===== config.mk =====
export PLATFORM = sky130hd
export DESIGN_NAME = uart_tx_piso
export DESIGN_NICKNAME = d
export VERILOG_FILES = /design/src/rtl/uart_tx_piso.sv
export SDC_FILE = /design/constraint.sdc
export NUM_CORES = 1
export LEC_CHECK = 0
export ABC_AREA = 1
export BUFFER_PORTS_ARGS = -buffer_cell sky130_fd_sc_hd__buf_2
export CORE_UTILIZATION = 50
export DETAILED_ROUTE_END_ITERATION = 16
export GPL_TIMING_DRIVEN = 0
export PLACE_DENSITY = 0.81
export SLEW_MARGIN = 20
export SYNTH_ARGS = -nofsm -noshare
export SYNTH_HDL_FRONTEND = slang
export SYNTH_SLANG_ARGS = --single-unit

===== constraint.sdc =====
create_clock -name baud_clk -period 1.3 [get_ports baud_clk]
set_input_delay 0.13 -clock baud_clk [delete_from_list [all_inputs] [get_ports baud_clk]]
set_output_delay 0.13 -clock baud_clk [all_outputs]
set_load 0.005 [all_outputs]

===== src/rtl/uart_tx_piso.sv =====
// UART transmitter: latches a byte plus parity into an 11-bit frame
// and shifts it out LSB first, holding each bit TICKS_PER_BIT baud_clk edges.
module uart_tx_piso #(
    parameter int unsigned TICKS_PER_BIT = 16
) (
    input  logic       baud_clk,
    input  logic       reset_n,
    input  logic       send,
    input  logic [7:0] data_in,
    input  logic [1:0] parity_type,
    output logic       data_tx,
    output logic       active_flag,
    output logic       done_flag
);

    typedef enum logic [1:0] {
        IDLE  = 2'b00,
        SHIFT = 2'b01
    } state_e;

    localparam logic [3:0] TICK_LAST = 4'(TICKS_PER_BIT - 1);
    localparam logic [3:0] BIT_LAST  = 4'd10;

    state_e      state_q;
    logic [10:0] frame_q;
    logic [3:0]  tick_q;
    logic [3:0]  bit_q;
    logic        active_q;
    logic        done_q;

    logic        parity_d;
    logic [10:0] frame_d;

    always_comb begin
        parity_d = 1'b1;
        case (parity_type)
            2'b01:   parity_d = ~(^data_in);
            2'b10:   parity_d = ^data_in;
            default: parity_d = 1'b1;
        endcase
        frame_d = {1'b1, parity_d, data_in, 1'b0};
    end

    // frame_q[0] is the line itself; shifting in ones leaves it idle-high
    always_ff @(posedge baud_clk or negedge reset_n) begin
        if (!reset_n) begin
            state_q  <= IDLE;
            frame_q  <= '1;
            tick_q   <= '0;
            bit_q    <= '0;
            active_q <= 1'b0;
            done_q   <= 1'b0;
        end else begin
            done_q <= 1'b0;
            case (state_q)
                IDLE: begin
                    tick_q   <= '0;
                    bit_q    <= '0;
                    active_q <= 1'b0;
                    if (send) begin
                        frame_q  <= frame_d;
                        active_q <= 1'b1;
                        state_q  <= SHIFT;
                    end else begin
                        frame_q <= '1;
                    end
                end
                SHIFT: begin
                    if (tick_q >= TICK_LAST) begin
                        tick_q <= '0;
                        if (bit_q >= BIT_LAST) begin
                            state_q  <= IDLE;
                            frame_q  <= '1;
                            bit_q    <= '0;
                            active_q <= 1'b0;
                            done_q   <= 1'b1;
                        end else begin
                            frame_q <= {1'b1, frame_q[10:1]};
                            bit_q   <= bit_q + 4'd1;
                        end
                    end else begin
                        tick_q <= tick_q + 4'd1;
                    end
                end
                default: begin
                    state_q  <= IDLE;
                    frame_q  <= '1;
                    tick_q   <= '0;
                    bit_q    <= '0;
                    active_q <= 1'b0;
                end
            endcase
        end
    end

    assign data_tx     = frame_q[0];
    assign active_flag = active_q;
    assign done_flag   = done_q;

endmodule


# Word level (Yosys, flattened, before mapping)
# Cells that the tools add are included.
[totals] ff_bits=23 latch_bits=0 ramBits=0 mem_bits_ro=0 out_inout_bits=3 n_memories=0
[op_classes] add_sub_neg=2 n_mul=0 div_mod_pow=0 magnitude_cmp=2 eq_ne=6 n_shift=0 muxes=21 n_bitwise=1 n_reduce_logical=4
[op_table] cell="$pmux W11 S2" n=1
[op_table] cell="$mux W10" n=2
[op_table] cell="$mux W4" n=5
[op_table] cell="$mux W11" n=1
[op_table] cell="$add A4 B1 Y4 const B" n=2
[op_table] cell="$ge A4 B4 Y1 const B" n=2
[op_table] cell="$reduce_xor A8 Y1" n=1
[op_table] cell="$mux W1" n=6
[op_table] cell="$mux W2" n=3
[op_table] cell="$ne A2 B2 Y1 const B" n=3
[op_table] cell="$eq A2 B1 Y1 const B" n=2
[op_table] cell="$pmux W1 S2" n=2
[op_table] cell="$pmux W2 S2" n=1
[op_table] cell="$reduce_and A3 Y1" n=1
[op_table] cell="$eq A2 B2 Y1 const B" n=1
[op_table] cell="$logic_not A2 Y1" n=1
[op_table] cell="$reduce_and A2 Y1" n=1
[op_table] cell="$not A1 Y1" n=1

# Depth between registers and ports, before layout
[depth] word_depth=5 mapped_depth=11

# Least setup slack after synthesis
# Ideal clock, no wire load.
[synth_timing] path_kind="reg-to-reg" from="reg bit_q[0]" to="reg bit_q[2]" setup_ps=73 t_arrival_ps=1248 required_ps=1227 path_slack_ps=-21 path_stages_with_launch=8 n_path_buf=0 synth_period_minus_slack_ps=1321 cell_sequence="dfrtp_1 -> inv_1 -> ha_1 -> o31ai_4 -> nand2_4 -> nand2_4 -> o21ai_2 -> a21oi_2"
[synth_via] elab_chain_cells=4
[synth_rtl] item="start: declaration" line="27" source="logic [3:0] bit_q;"
[synth_rtl] item="start signal: assignment" line="79" source="bit_q <= bit_q + 4'd1;"
[synth_rtl] item="$add A4 B1 Y4 / $ge A4 B4 Y1 (equally long branches)" line="79, 71"
[synth_rtl] item="$mux W4 *" line="71" source="if (bit_q >= BIT_LAST) begin"
[synth_rtl] item="$mux W4 *" line="69" source="if (tick_q >= TICK_LAST) begin"
[synth_rtl] item="$mux W4 *" line="55" source="case (state_q)"
# Mark *: on every way between the ends. The rest lies on a longest branch, timed or not. The select of a mux whose other input is x is not followed.
# A chain may end at the register's enable or synchronous reset.

# Worst setup path in the final report
[layout_timing] from="reg bit_q[1]" to="reg bit_q[0]"
[layout_via] elab_chain_cells=4
[layout_rtl] item="$ge A4 B4 Y1" line="71"
[layout_rtl] item="$mux W4" line="71"
[layout_rtl] item="$mux W4" line="69"
[layout_rtl] item="$mux W4" line="55"
# No other way between the ends. The select of a mux whose other input is x is not followed.

==> results by group <==
Detailed routing
  – Final wirelength: about 2600 µm
  – Via/cell ratio: between 5 and 6
  – Post-route DRC: 0
  – Wire per inst: ~12 µm
  – Starting DRT DRC Count: 29
  – Drt first pass iters: 4
  – Routed vias: ~1100
  – Detail Route Antenna Nets: 0

Floorplanning
  – Core Box Area: roughly 2300 µm²
  – Die height: about 50 µm
  – Initial Utilization: 0.536
  – IO Pins: 16
  – Die area: ~2600 µm²
  – Rows: 17
  – Die width: approximately 51 µm

Power
  – Net switching power: around 0.00026 W
  – Sequential Power Share: 0.613
  – Switch share: 0.240
  – Pleak: about 0.82 nW
  – Pint: between 0.0008 and 0.0009 W
  – PwrDens: 728 nW/µm²
  – Combinational share of power: 0.094
  – Clock network power share: 0.293
  – Peak supply drop: 0.000477 V
  – Overall Power: between 0.001 and 0.0015 W

Setup path
  – Worst Path Arrival: between 1.5 and 2 ns
  – Critical-path cell list: ha_4 > o31ai_4 > nand4_1 > a21oi_2
  – R2r startpoint: bit_q[1]$_DFFE_PN0P_
  – CP endpoint kind: flop
  – R2R setup slack: -0.11 ns
  – Cells on worst reg2reg path: 4
  – CP Launch Point: bit_q[1]$_DFFE_PN0P_
  – Crit Path Class: reg -> reg
  – Crit path to: bit_q[0]$_DFFE_PN0P_
  – Startpoint class of the critical path: flop
  – Slowest CP cell: dfrtp_2
  – RR Endpoint: bit_q[0]$_DFFE_PN0P_
  – Slowest stage delay, CP: 0.45 ns
  – Worst-path fanout max: 4
  – Worst Path Required: ~1.6 ns

Logic synthesis
  – Yosys cell types: 25
  – Cell count after synthesis: approximately 160
  – Avg Inst Size Synth: ~7.7 µm²
  – Synth Net Count: 174
  – Seq cells post-synth: 21
  – Mapped cell area: around 1200 µm²
  – Synthesis warning total: 0
  – Sequential area share after synthesis: 0.445

Timing
  – Worst hold slack: between 0.1 and 0.15 ns
  – Tcrit/Tclk final: 1.08
  – Final setup fails: 14
  – Final min period: approximately 1.4 ns
  – Fin worst setup slack: -0.106 ns
  – Final Hold Vio Count: 0
  – Worst Max-Slew Pin Slew: 0.450 ns
  – Final number of max-transition violations: 0
  – Slew headroom: 0.700
  – Fmax: ~710 MHz
  – RSZ-0062 raised after global routing: true
  – Clock skew: around 0.0041 ns

Final layout
  – Inserted Diodes: 0
  – Area delta synth->final: 21.3%
  – Most common cell after layout, fill and taps aside: nand2_1
  – Layout cells sized above 1: 0.335
  – Post-layout util: 0.650
  – Final-stage net count: ~200
  – Commonest non-fill, non-tap cells in the layout: nand2_1, inv_1, buf_2

Placed design
  – Port bufs: 15
  – Pre-CTS setup slack: -0.117 ns
  – DP HPWL: between 1500 and 2000 µm
  – Final GP Congestion: ~0.75

Global route
  – GR Util All Layers: 0.228
  – First-pass GRT wire length: around 4400 µm
  – GRT Residual Overflow: 0
  – Vias in the first global route: approximately 1100
  – Largest net degree at the start of global routing: 22
  – Initial antenna violation count: 0

Status
  – Violated checks: negative setup slack
  – Status: finished with violations

CTS
  – Worst-path clk slew: approximately 0.11 ns
  – Number of buffers created by CTS: 3
  – Clk Latency, worst-skew pair: 0.30 ns
  – CTS root buffer: clkbuf_4
  – CTS tree: done
  – H-tree levels: 1
  – Sink Count: 21
  – Clock Path Buffers: 2

Run
  – Max Cap Viol: 0

Worst hold path
  – Hold WC Path Type: in -> reg
==> stage by stage <==
| step | area (µm²) | setup TNS [ns] | std cells |
|---|---|---|---|
| global route | 1470 | -2.38 | 213 |
| CTS | 1430 | -0.933 | 211 |
| detailed placement | 1320 | -1.54 | 199 |
| global placement | 1320 | -0.935 | 199 |
| floorplan | 1210 | 0 | 156 |
| finish | 1470 | -1.04 | 213 |
==> layout make-up <==
| cell class | count | area [µm²] |
|---|---|---|
| clock buffer | 4 | 26.3 |
| timing repair buffer | 24 | 149 |
| sequential | 21 | 539 |
| inverter | 20 | 78.8 |
| buffer | 2 | 18.8 |
| tap | 28 | 35.0 |
| multi-input combinational | 114 | 619 |
| fill | 203 | 788 |
==> Yosys cell counts <==
cell	instances	share of area
o21ai_2	1	0.0072
nor2_2	1	0.0052
ha_1	5	0.052
or2_1	1	0.0052
nand2_2	2	0.010
nand4_1	1	0.0052
nand2_1	57	0.18
dfrtp_1	11	0.23
o31ai_4	1	0.018
clkinv_1	1	0.0031
inv_1	17	0.053
nor3_1	1	0.0041
nor4_1	1	0.0052
o22ai_1	1	0.0052
nand2_4	3	0.028
o21ai_0	10	0.041
inv_2	2	0.0062
nand3_1	4	0.017
nor2_1	11	0.034
a21oi_1	1	0.0041
dfstp_2	10	0.22
a21oi_2	3	0.022
o21ai_1	9	0.037
buf_4	1	0.0062
buf_6	1	0.0093
==> how the worst min path moves through the flow <==
stage / start / to / slack [ns] / cells past startpoint
after floorplan: reset_n / active_flag$_DFFE_PN0P_ / -0.17 / 0
after global placement: reset_n / tick_q[2]$_DFF_PN0_ / 0.09 / 1
after detailed placement: reset_n / tick_q[2]$_DFF_PN0_ / 0.1 / 1
after CTS: send / state_q[0]$_DFFE_PN0P_ / 0.10 / 3
after global routing: send / state_q[0]$_DFFE_PN0P_ / 0.10 / 3
final: send / frame_q[0]$_DFFE_PN1P_ / 0.12 / 4
==> worst max-delay path, delay by kind of cell, from the launching register on <==
family	cells	cell delay, ns
AOI/OAI and AO/OA	2	0.51
DFF	1	0.45
and+or+nand+nor	1	0.21
adders and majority gates	1	0.17
==> per-layer routing <==
metal	track usage	share of wire
met3	0.0298	0.026
met1	0.260	0.45
met4	0.120	0.025
met2	0.410	0.50
met5	0	0
==> flip-flops by register name, summed over array words and instances, names as in the netlist <==
name and flops:
active_flag 1, bit_q 4, done_flag 1, frame_q 10, state_q 1, tick_q 4
==> power by group through the flow <==
stage	Combinational (W)	Clock [W]	Sequential, W
2_1_floorplan	0.0000496	0	0.000666
3_3_place_gp	0.0000919	0	0.000666
3_5_place_dp	0.0000990	0	0.000666
4_1_cts	0.000102	0.000314	0.000655
5_1_grt	0.000117	0.000343	0.000655
6_report	0.000101	0.000312	0.000655
==> logic make-up after synthesis <==
kind of cell / synth area share
and+or+nand+nor: 0.291
DFF: 0.445
buffers and inverters: 0.0776
AOI/OAI and AO/OA: 0.135
adders and majority gates: 0.0518
==> repair_timing <==
item	CTS	global route
hold buffers	1	0
endpoints found under the setup margin	18	18
endpoints found under the hold margin	11	0
gates resized for setup	9	6
pin swaps	4	4
buffers inserted	5	2
cloned	2	0
No activity file was read; power rests on OpenSTA's default activity.
